==> src/rtl/custom_pkg.sv <==
// Shared constants for the rv32 multi-cycle core: immediate formats, ALU ops,
// control FSM state encoding, datapath select codes and RV32I opcodes.
package custom_pkg;

    localparam logic [2:0] IMM_I = 3'd0;
    localparam logic [2:0] IMM_S = 3'd1;
    localparam logic [2:0] IMM_B = 3'd2;
    localparam logic [2:0] IMM_U = 3'd3;
    localparam logic [2:0] IMM_J = 3'd4;

    localparam logic [3:0] ALU_ADD  = 4'd0;
    localparam logic [3:0] ALU_SUB  = 4'd1;
    localparam logic [3:0] ALU_SLL  = 4'd2;
    localparam logic [3:0] ALU_SLT  = 4'd3;
    localparam logic [3:0] ALU_SLTU = 4'd4;
    localparam logic [3:0] ALU_XOR  = 4'd5;
    localparam logic [3:0] ALU_SRL  = 4'd6;
    localparam logic [3:0] ALU_SRA  = 4'd7;
    localparam logic [3:0] ALU_OR   = 4'd8;
    localparam logic [3:0] ALU_AND  = 4'd9;

    typedef enum logic [3:0] {
        S_FETCH    = 4'd0,
        S_DECODE   = 4'd1,
        S_MEM_ADDR = 4'd2,
        S_MEM_RD   = 4'd3,
        S_MEM_WB   = 4'd4,
        S_MEM_WR   = 4'd5,
        S_EXEC_R   = 4'd6,
        S_EXEC_I   = 4'd7,
        S_ALU_WB   = 4'd8,
        S_BRANCH   = 4'd9,
        S_JAL      = 4'd10,
        S_JALR     = 4'd11,
        S_LUI      = 4'd12,
        S_AUIPC    = 4'd13,
        S_TRAP     = 4'd14
    } ctrl_state_e;

    typedef enum logic [1:0] {
        ALU_CLS_ADD = 2'd0,
        ALU_CLS_R   = 2'd1,
        ALU_CLS_I   = 2'd2
    } alu_cls_e;

    localparam logic [1:0] WB_ALU = 2'd0;
    localparam logic [1:0] WB_MEM = 2'd1;
    localparam logic [1:0] WB_PC4 = 2'd2;

    localparam logic [1:0] ALU_A_RS1   = 2'd0;
    localparam logic [1:0] ALU_A_PC    = 2'd1;
    localparam logic [1:0] ALU_A_OLDPC = 2'd2;
    localparam logic [1:0] ALU_A_ZERO  = 2'd3;

    localparam logic [1:0] ALU_B_RS2  = 2'd0;
    localparam logic [1:0] ALU_B_IMM  = 2'd1;
    localparam logic [1:0] ALU_B_FOUR = 2'd2;

    localparam logic [6:0] OPC_LOAD   = 7'b0000011;
    localparam logic [6:0] OPC_STORE  = 7'b0100011;
    localparam logic [6:0] OPC_OP     = 7'b0110011;
    localparam logic [6:0] OPC_OPIMM  = 7'b0010011;
    localparam logic [6:0] OPC_BRANCH = 7'b1100011;
    localparam logic [6:0] OPC_JAL    = 7'b1101111;
    localparam logic [6:0] OPC_JALR   = 7'b1100111;
    localparam logic [6:0] OPC_LUI    = 7'b0110111;
    localparam logic [6:0] OPC_AUIPC  = 7'b0010111;
    localparam logic [6:0] OPC_FENCE  = 7'b0001111;
    localparam logic [6:0] OPC_SYSTEM = 7'b1110011;

endpackage

==> src/rtl/mc_ctrl_fsm_alu_dec.sv <==
// alu_dec: combinational map from (alu class, funct3, funct7_5) to ALU op code.
module alu_dec
    import custom_pkg::*;
(
    input  alu_cls_e   cls,
    input  logic [2:0] funct3,
    input  logic       funct7_5,
    output logic [3:0] alu_op
);

    always_comb begin
        alu_op = ALU_ADD;
        if (cls != ALU_CLS_ADD) begin
            case (funct3)
                3'b000:  alu_op = (cls == ALU_CLS_R && funct7_5) ? ALU_SUB : ALU_ADD;
                3'b001:  alu_op = ALU_SLL;
                3'b010:  alu_op = ALU_SLT;
                3'b011:  alu_op = ALU_SLTU;
                3'b100:  alu_op = ALU_XOR;
                3'b101:  alu_op = funct7_5 ? ALU_SRA : ALU_SRL;
                3'b110:  alu_op = ALU_OR;
                default: alu_op = ALU_AND;
            endcase
        end
    end

endmodule

==> src/rtl/mc_ctrl_fsm.sv <==
// Main control FSM of the rv32 multi-cycle core (fetch/decode/execute/mem/wb).
// Define CTRL_ILLEGAL_TRAP_EN to add a sticky TRAP state for illegal opcodes.
module mc_ctrl_fsm
    import custom_pkg::*;
#(
    parameter int unsigned FENCE_AS_NOP = 1
) (
    input  logic       clk_i,
    input  logic       rst_i,
    input  logic [6:0] opcode_i,
    input  logic [2:0] funct3_i,
    input  logic       funct7_5_i,
    input  logic       cmp_true_i,
    input  logic       mem_ready_i,
    output logic       mem_req_o,
    output logic       mem_we_o,
    output logic       sel_addr_o,
    output logic       ir_we_o,
    output logic       pc_we_o,
    output logic       sel_pc_o,
    output logic       rf_we_o,
    output logic [1:0] sel_wb_o,
    output logic [1:0] sel_alu_a_o,
    output logic [1:0] sel_alu_b_o,
    output logic [3:0] alu_op_o,
    output logic [2:0] sel_imm_o,
    output logic       illegal_o,
    output logic [3:0] state_o
);

`ifdef CTRL_ILLEGAL_TRAP_EN
    localparam ctrl_state_e ILLEGAL_NEXT = S_TRAP;
`else
    localparam ctrl_state_e ILLEGAL_NEXT = S_FETCH;
`endif
    localparam ctrl_state_e SYS_NEXT = ctrl_state_e'((FENCE_AS_NOP != 0) ? S_FETCH : ILLEGAL_NEXT);

    ctrl_state_e state, next;
    alu_cls_e    alu_cls;

    always_ff @(posedge clk_i or posedge rst_i) begin
        if (rst_i) state <= S_FETCH;
        else       state <= next;
    end

    always_comb begin
        next = state;
        case (state)
            S_FETCH:  if (mem_ready_i) next = S_DECODE;
            S_DECODE: begin
                case (opcode_i)
                    OPC_LOAD, OPC_STORE:   next = S_MEM_ADDR;
                    OPC_OP:                next = S_EXEC_R;
                    OPC_OPIMM:             next = S_EXEC_I;
                    OPC_BRANCH:            next = S_BRANCH;
                    OPC_JAL:               next = S_JAL;
                    OPC_JALR:              next = S_JALR;
                    OPC_LUI:               next = S_LUI;
                    OPC_AUIPC:             next = S_AUIPC;
                    OPC_FENCE, OPC_SYSTEM: next = SYS_NEXT;
                    default:               next = ILLEGAL_NEXT;
                endcase
            end
            S_EXEC_R, S_EXEC_I, S_LUI, S_AUIPC: next = S_ALU_WB;
            S_MEM_ADDR: next = (opcode_i == OPC_STORE) ? S_MEM_WR : S_MEM_RD;
            S_MEM_RD:   if (mem_ready_i) next = S_MEM_WB;
            S_MEM_WR:   if (mem_ready_i) next = S_FETCH;
`ifdef CTRL_ILLEGAL_TRAP_EN
            S_TRAP:     next = S_TRAP;
`endif
            default:    next = S_FETCH;
        endcase
    end

    // Gated by rst_i so a reset mid-access drops the request before any edge.
    always_comb begin
        mem_req_o   = 1'b0;
        mem_we_o    = 1'b0;
        sel_addr_o  = 1'b0;
        ir_we_o     = 1'b0;
        pc_we_o     = 1'b0;
        sel_pc_o    = 1'b0;
        rf_we_o     = 1'b0;
        sel_wb_o    = WB_ALU;
        sel_alu_a_o = ALU_A_RS1;
        sel_alu_b_o = ALU_B_RS2;
        sel_imm_o   = IMM_I;
        alu_cls     = ALU_CLS_ADD;
        if (!rst_i) begin
            case (state)
                S_FETCH: begin
                    mem_req_o   = 1'b1;
                    sel_alu_a_o = ALU_A_PC;
                    sel_alu_b_o = ALU_B_FOUR;
                    ir_we_o     = mem_ready_i;
                    pc_we_o     = mem_ready_i;
                end
                S_DECODE: begin
                    sel_alu_a_o = ALU_A_OLDPC;
                    sel_alu_b_o = ALU_B_IMM;
                    sel_imm_o   = IMM_B;
                end
                S_EXEC_R: alu_cls = ALU_CLS_R;
                S_EXEC_I: begin
                    sel_alu_b_o = ALU_B_IMM;
                    alu_cls     = ALU_CLS_I;
                end
                S_ALU_WB: rf_we_o = 1'b1;
                S_MEM_ADDR: begin
                    sel_alu_b_o = ALU_B_IMM;
                    sel_imm_o   = (opcode_i == OPC_STORE) ? IMM_S : IMM_I;
                end
                S_MEM_RD: begin
                    mem_req_o  = 1'b1;
                    sel_addr_o = 1'b1;
                end
                S_MEM_WB: begin
                    rf_we_o  = 1'b1;
                    sel_wb_o = WB_MEM;
                end
                S_MEM_WR: begin
                    mem_req_o  = 1'b1;
                    mem_we_o   = 1'b1;
                    sel_addr_o = 1'b1;
                end
                S_BRANCH: begin
                    pc_we_o  = cmp_true_i;
                    sel_pc_o = cmp_true_i;
                end
                S_JAL, S_JALR: begin
                    sel_alu_a_o = (state == S_JAL) ? ALU_A_OLDPC : ALU_A_RS1;
                    sel_alu_b_o = ALU_B_IMM;
                    sel_imm_o   = (state == S_JAL) ? IMM_J : IMM_I;
                    pc_we_o     = 1'b1;
                    rf_we_o     = 1'b1;
                    sel_wb_o    = WB_PC4;
                end
                S_LUI, S_AUIPC: begin
                    sel_alu_a_o = (state == S_LUI) ? ALU_A_ZERO : ALU_A_OLDPC;
                    sel_alu_b_o = ALU_B_IMM;
                    sel_imm_o   = IMM_U;
                end
                default: ;
            endcase
        end
    end

`ifdef CTRL_ILLEGAL_TRAP_EN
    assign illegal_o = (state == S_TRAP);
`else
    assign illegal_o = 1'b0;
`endif

    assign state_o = state;

    alu_dec u_alu_dec (
        .cls      (alu_cls),
        .funct3   (funct3_i),
        .funct7_5 (funct7_5_i),
        .alu_op   (alu_op_o)
    );

endmodule

==> config.mk <==
export PLATFORM = sky130hd
export DESIGN_NAME = mc_ctrl_fsm
export DESIGN_NICKNAME = d
export VERILOG_FILES = /design/src/rtl/custom_pkg.sv /design/src/rtl/mc_ctrl_fsm_alu_dec.sv /design/src/rtl/mc_ctrl_fsm.sv
export SDC_FILE = /design/constraint.sdc
export NUM_CORES = 1
export LEC_CHECK = 0
export BUFFER_PORTS_ARGS = -buffer_cell sky130_fd_sc_hd__buf_2
export CORE_MARGIN = 1
export CORE_UTILIZATION = 43
export CTS_BUF_LIST = sky130_fd_sc_hd__clkbuf_16
export DETAILED_ROUTE_END_ITERATION = 6
export GPL_TIMING_DRIVEN = 0
export PLACE_DENSITY = 0.78
export SETUP_SLACK_MARGIN = 0.2
export SLEW_MARGIN = 20
export SYNTH_ARGS = -nofsm -noshare
export SYNTH_HDL_FRONTEND = slang
export SYNTH_SLANG_ARGS = --single-unit
==> constraint.sdc <==
create_clock -name clk_i -period 1.6 [get_ports clk_i]
set_input_delay 0.24 -clock clk_i [delete_from_list [all_inputs] [get_ports clk_i]]
set_output_delay 0.24 -clock clk_i [all_outputs]
set_load 0.005 [all_outputs]
==> results_dict.tcl, run 1 <==
set metrics [dict create \
    initial_core_util 0.469 \
    synth_compound_area_frac 0.257 \
    async_flop_share 1.00 \
    place_area_sq_um 928 \
    maxCapViolCount 0 \
    drtIter0Drc 81 \
    path_clk_slew_ns 0.03 \
    die_x_microns 42.8 \
    dr.pass1.iters 5 \
    layout_common_cells "buf_2, buf_4, buf_6, nand2_1, a21oi_1" \
    clock-sinks 4 \
    final_common_cell "buf_2" \
    fin_skew_ns 0.00106 \
    synth_mux_area_frac 0 \
    worstSkewPairLatency_ns 0.23 \
    grt_pass1_vias 1068 \
    ys.flop_type "dfrtp_1" \
    fin_area_sq_um 1430 \
    die_area_sq_um 1830 \
    clockRootBuffer "clkbuf_16" \
    die_h_microns 42.8 \
    hp-class "in -> async" \
    rsz0062_at_grt "true" \
    period_share 1.13 \
    synth_seq_area_share 0.140 \
    dp_hpwl_microns 1620 \
    grt_max_degree 11 \
    drc 0 \
    io-pin-count 40 \
    synth-xor-area-share 0.0368 \
    grt_overflow_total 0 \
    status "finished with violations" \
    synth_top_family_by_area "simple AND/OR/NAND/NOR gates" \
    grt_usage 0.376 \
    max_freq_mhz 552 \
    maxSlewViolCount 0 \
    p_per_area_nw_per_um2 725 \
    grt_pass1_wl_microns 5110 \
    ys_ff_latch 4 \
    n_fill_cell 56 \
    rows 14 \
    finalNetCount 189 \
    fin_cells 188 \
    io_buffer_count 37 \
    violations "negative setup slack" \
    cp.arrival_ns 1.57 \
    setup_slack_ns -0.210 \
    slew_headroom 0.638 \
    cp-end-kind "output pin" \
    syn_area_sq_um 714 \
    gp_congestion 0.866 \
    cts_tree "done" \
    area_growth_pct 99.7 \
    tightest_slew_ns 0.538 \
    period_needed_ns 1.81 \
    cts_made_buffers 3 \
    drt-vias-per-instance 7.18 \
    clockBufferDepth 2 \
    synth_edf_count 0 \
    yosysWarnings 0 \
    final_layout_size_suffix_gt1_frac 0.605 \
    path_max_fanout 10 \
    totalWireLength_microns 4570 \
    wl_per_cell_microns 24.3 \
    setup_viol 21 \
    finalHoldViolCount 0 \
    core_area_sq_um 1520 \
    syn_avg_cell_area_sq_um 6.27 \
    antenna_found_initial 0 \
    p_leak_nw 0.707 \
    synth_simple_gate_area_frac 0.433 \
    path_class "reg -> out" \
    peakVddDrop_uv 959 \
    final_antenna_net_count 0 \
    synthCells 114 \
    largest_reg_flops 4 \
    place_inst 167 \
    yosysUniqueCellTypes 36 \
    cp-start-kind "register" \
    synthAdderAreaFrac 0 \
    htree_num_levels 1 \
    vias 1349 \
    syn_nets 129 \
    required_ns 1.36 \
    hold_buffers 0 \
    num_antenna_cells 0 \
]
==> critical path, stage by stage (launching register included) <==
cell,delay (ns)
dfrtp_1,0.39
buf_6,0.15
buf_4,0.15
buf_6,0.14
a21o_1,0.18
a21o_1,0.19
buf_2,0.13
==> final timing paths <==
check,from,end,slack [ns],depth (start not counted)
setup / recovery,state_o[0]$_DFFE_PP0P_,pc_we_o,-0.21,6
hold / removal,rst_i,state_o[1]$_DFFE_PP0P_,0.15,2
setup reg to reg,state_o[1]$_DFFE_PP0P_,state_o[2]$_DFFE_PP0P_,-0.12,6
hold reg to reg,state_o[3]$_DFFE_PP0P_,state_o[0]$_DFFE_PP0P_,0.76,2
max in group asynchronous,rst_i,state_o[3]$_DFFE_PP0P_,1.19,2
min in group clk_i,opcode_i[5],state_o[0]$_DFFE_PP0P_,0.44,4
==> where the power goes <==
part | switching (mW) | total [mW] | leakage [nW] | internal [mW]
Clock | 0.0901 | 0.411 | 0.0370 | 0.321
Combinational | 0.278 | 0.505 | 0.619 | 0.226
Sequential | 0.00899 | 0.119 | 0.0503 | 0.110
Total | 0.378 | 1.03 | 0.707 | 0.657
==> synthesized netlist by cell type (3+ instances only) <==
library cell / instances / area share
a21oi_1: 13 / 0.091
and3_1: 3 / 0.026
buf_6: 3 / 0.047
clkbuf_1: 3 / 0.016
dfrtp_1: 4 / 0.14
inv_1: 7 / 0.037
nand2_1: 13 / 0.068
nor2_1: 14 / 0.074
nor2b_1: 4 / 0.035
nor3_1: 11 / 0.077
nor4_1: 3 / 0.026
o21ai_0: 6 / 0.042
==> cell families after synthesis <==
logic type	after synthesis
compound gates	30
xor+xnor	3
buf+inv	16
flops	4
other cells	1
simple gates	60
==> area by class of cell <==
class	count	area [sq um]	area share
Timing Repair Buffer	55	365	0.256
Sequential cell	4	103	0.0719
Clock buffer	3	75.1	0.0526
Inverter	7	26.3	0.0184
Tap cell	16	20.0	0.0140
Multi-Input combinational cell	94	724	0.508
Buffer	9	113	0.0789
==> repair_timing <==
item / 4_1_cts / 5_1_grt
cloned: 0 / 0
gates resized for setup: 32 / 34
pin swaps: 14 / 8
hold endpoints to repair: 0 / 0
endpoints found under the setup margin: 21 / 24
setup buffers: 13 / 5
==> metal layers <==
layer,global-route usage,vias up,wire length [microns]
met1,0.446,632,1540
li1,-,518,-
met4,0.188,0,425
met5,0,-,0
met3,0.0894,47,529
met2,0.624,152,2080
==> through the flow <==
step | hold slack [ns] | util | worst slack, ns | power [mW] | setup TNS, ns
CTS | 0.110 | 0.811 | -0.0669 | 0.870 | -0.308
finish | 0.145 | 0.936 | -0.210 | 1.03 | -2.50
global placement | 0.316 | 0.609 | 0.00842 | 0.379 | 0
global route | 0.170 | 0.936 | -0.235 | 1.06 | -2.97
detailed placement | 0.333 | 0.609 | 0.000546 | 0.384 | 0
floorplan | 0.232 | - | 0.135 | 0.293 | 0
(Power assumes the default switching activity.)
==> inputs of run 2 (changes only) <==
ABC_AREA = 1   (was default)
CELL_PAD_IN_SITES_DETAIL_PLACEMENT = 0   (was default)
CELL_PAD_IN_SITES_GLOBAL_PLACEMENT = 2   (was default)
CORE_UTILIZATION = 18   (was 43)
PLACE_DENSITY = default   (was 0.78)
PLACE_DENSITY_LB_ADDON = 0.1   (was default)
==> run 2 against run 1 <==
Net effect: worst hold slack better by 0.21 ns; sequential power is 70% higher; flip-flop and latch count stayed put; synthesized area is 10% lower; register-to-register slack better by 0.28 ns; routed wire length is 49% lower; the flow still finishes with violations (negative setup slack); critical path type unchanged; highest routed layer is now met3; largest power group unchanged; synthesized cell count is 7.0% higher; fmax is 9.1% higher; global-route usage is 25 points lower; clock power is 1% lower; design area is 10% lower.
==> results_dict.tcl, run 2 <==
set metrics [dict create \
    holdCritStartpoint "mem_ready_i" \
    period_share 1.04 \
    wl_per_cell_microns 10.2 \
    syn_area_sq_um 643 \
    yosysUniqueCellTypes 23 \
    synth_area_leaders "nand2_1, dfrtp_1, nand3_1" \
    reg2reg_from "state_o[2]$_DFFE_PP0P_" \
    totalWireLength_microns 2320 \
    cp.arrival_ns 1.42 \
    path_class "reg -> out" \
    drt-vias-per-instance 4.16 \
    initial_core_util 0.190 \
    antenna_found_initial 0 \
    cts_made_buffers 3 \
    yosys.area.top_type "nand2_1" \
    clockRootBuffer "clkbuf_16" \
    io_buffer_count 38 \
    vias 945 \
    gp_congestion 0.708 \
    dp_hpwl_microns 1680 \
    synthCells 122 \
    synth_seq_area_share 0.156 \
    max_freq_mhz 603 \
    cp-end-kind "output pin" \
    htree_num_levels 1 \
    reg2reg_slack_ns 0.16 \
    status "finished with violations" \
    ys_ff_latch 4 \
    fin_skew_ns 0.00577 \
    drc 0 \
    setup_slack_ns -0.0591 \
    wl_met3_microns 111 \
    yosysTopAreaCellShare 0.204 \
    die_x_microns 61.8 \
    yosysWarnings 0 \
    maxCapViolCount 0 \
    drtIter0Drc 23 \
    rows 21 \
    r2r-end "state_o[2]$_DFFE_PP0P_" \
    r2r_cells 9 \
    required_ns 1.36 \
    dp_slack_ns 0.00868 \
    worstHoldPathCells 4 \
    grt_overflow_total 0 \
    synth.most_common_cell "nand2_1" \
    clockBufferDepth 2 \
    area_growth_pct 98.8 \
    worstSkewPairLatency_ns 0.23 \
    cp-start-kind "register" \
    cts_tree "done" \
    p_per_area_nw_per_um2 1340 \
    worstPathCellList "buf_4 > nand3_4 > nand2_1 > o21ai_0 > o21ai_1 > buf_2" \
    hold_end "state_o[2]$_DFFE_PP0P_" \
    final_layout_size_suffix_gt1_frac 0.541 \
    final_common_cell "buf_2" \
    maxSlewViolCount 0 \
    violations "negative setup slack" \
    finalNetCount 198 \
    syn_nets 137 \
    path_clk_slew_ns 0.04 \
    rsz0062_at_grt "true" \
    dr.pass1.iters 4 \
    num_antenna_cells 0 \
    layout_common_cells "buf_2, nand2_1, nor2_1, inv_1, buf_4" \
    hp-class "in -> reg" \
    ys_top_cells_by_count "nand2_1, nor2_1, inv_1, nand3_1, a21oi_1" \
    synth_edf_count 0 \
    cp_slowest_stage_delay_ns 0.47 \
    die_h_microns 61.8 \
    path_buf_inv 2 \
    clock-sinks 4 \
    grt_max_degree 11 \
    p_leak_nw 0.695 \
    grt_pass1_vias 789 \
    largest_reg_flops 4 \
    maxUsedRoutingLayer "met3" \
    finalHoldViolCount 0 \
    setup_viol 6 \
    wl_met2_microns 1080 \
    grt_usage 0.128 \
    p_total_mw 1.72 \
    critical_path.top_delay_family "flip-flops" \
    grt_pass1_wl_microns 3480 \
    ys.flop_type "dfrtp_1" \
    die_area_sq_um 3820 \
    crit_slowest_cell "dfrtp_2" \
    final_antenna_net_count 0 \
    peakVddDrop_uv 651 \
    syn_avg_cell_area_sq_um 5.27 \
    async_flop_share 1.00 \
    m1WireLength_microns 1120 \
    period_needed_ns 1.66 \
    io-pin-count 40 \
    core_area_sq_um 3390 \
    path_max_fanout 6 \
]
run 2: timing repair:
action / in CTS / in global routing
endpoints found under the hold margin: 0 / 4
buffers inserted: 14 / 3
pin swaps: 13 / 10
hold buffers: 0 / 1
resized for setup: 36 / 11
endpoints found under the setup margin: 20 / 22
run 2: metrics by stage:
step | utilization | instances | instance area [sq um] | hold slack (ns) | TNS [ns]
after floorplan | - | 122 | 643 | 0.0537 | 0
after global placement | 0.263 | 206 | 891 | 0.236 | 0
after detailed placement | 0.263 | 206 | 891 | 0.235 | 0
after CTS | 0.355 | 223 | 1200 | 0.0240 | -0.126
after global routing | 0.377 | 227 | 1280 | 0.403 | -0.735
final | 0.377 | 227 | 1280 | 0.360 | -0.159
run 2: layer usage:
layer / GRT usage / vias up
met5: 0 / -
met4: 0.0286 / 0
met3: 0.0497 / 0
met2: 0.197 / 21
met1: 0.171 / 416
li1: - / 508
run 2: worst max path at each step:
stage / from / to / slack [ns] / cells after the start
after floorplan: state_o[3]$_DFFE_PP0P_ / alu_op_o[3] / 0.31 / 5
after global placement: state_o[3]$_DFFE_PP0P_ / alu_op_o[2] / 0.04 / 6
after detailed placement: state_o[3]$_DFFE_PP0P_ / alu_op_o[3] / 0.009 / 6
after CTS: state_o[3]$_DFFE_PP0P_ / alu_op_o[0] / -0.04 / 8
after global routing: state_o[3]$_DFFE_PP0P_ / alu_op_o[0] / -0.12 / 8
final: state_o[2]$_DFFE_PP0P_ / sel_alu_b_o[0] / -0.06 / 6
run 2: worst reg2reg max path, delay by kind of cell, from the launching register on:
kind | cells | cell delay [ns]
simple gates | 6 | 0.54
flops | 1 | 0.47
buf+inv | 3 | 0.33
run 2: cell type report:
class	instances	area, sq um
sequential	4	105
multi-input combinational	98	581
timing repair buffer	56	359
fill	376	2110
inverter	18	88.8
clock buffer	3	75.1
tap	46	57.6
buffer	2	12.5
run 2: cells by family (layout without fill, tap and decap cells):
logic type	after synthesis	in the layout	synth area share
AOI/OAI and AO/OA	16	16	0.158
other	1	1	0.00583
and+or+nand+nor	81	81	0.556
DFF	4	4	0.156
buffers and inverters	20	79	0.125
run 2: power by group:
group	total (mW)	switching, mW	leakage (nW)	internal (mW)
registers	0.202	0.0658	0.0474	0.137
logic	1.11	0.550	0.611	0.559
clock network	0.406	0.0851	0.0370	0.321
total	1.72	0.701	0.695	1.02
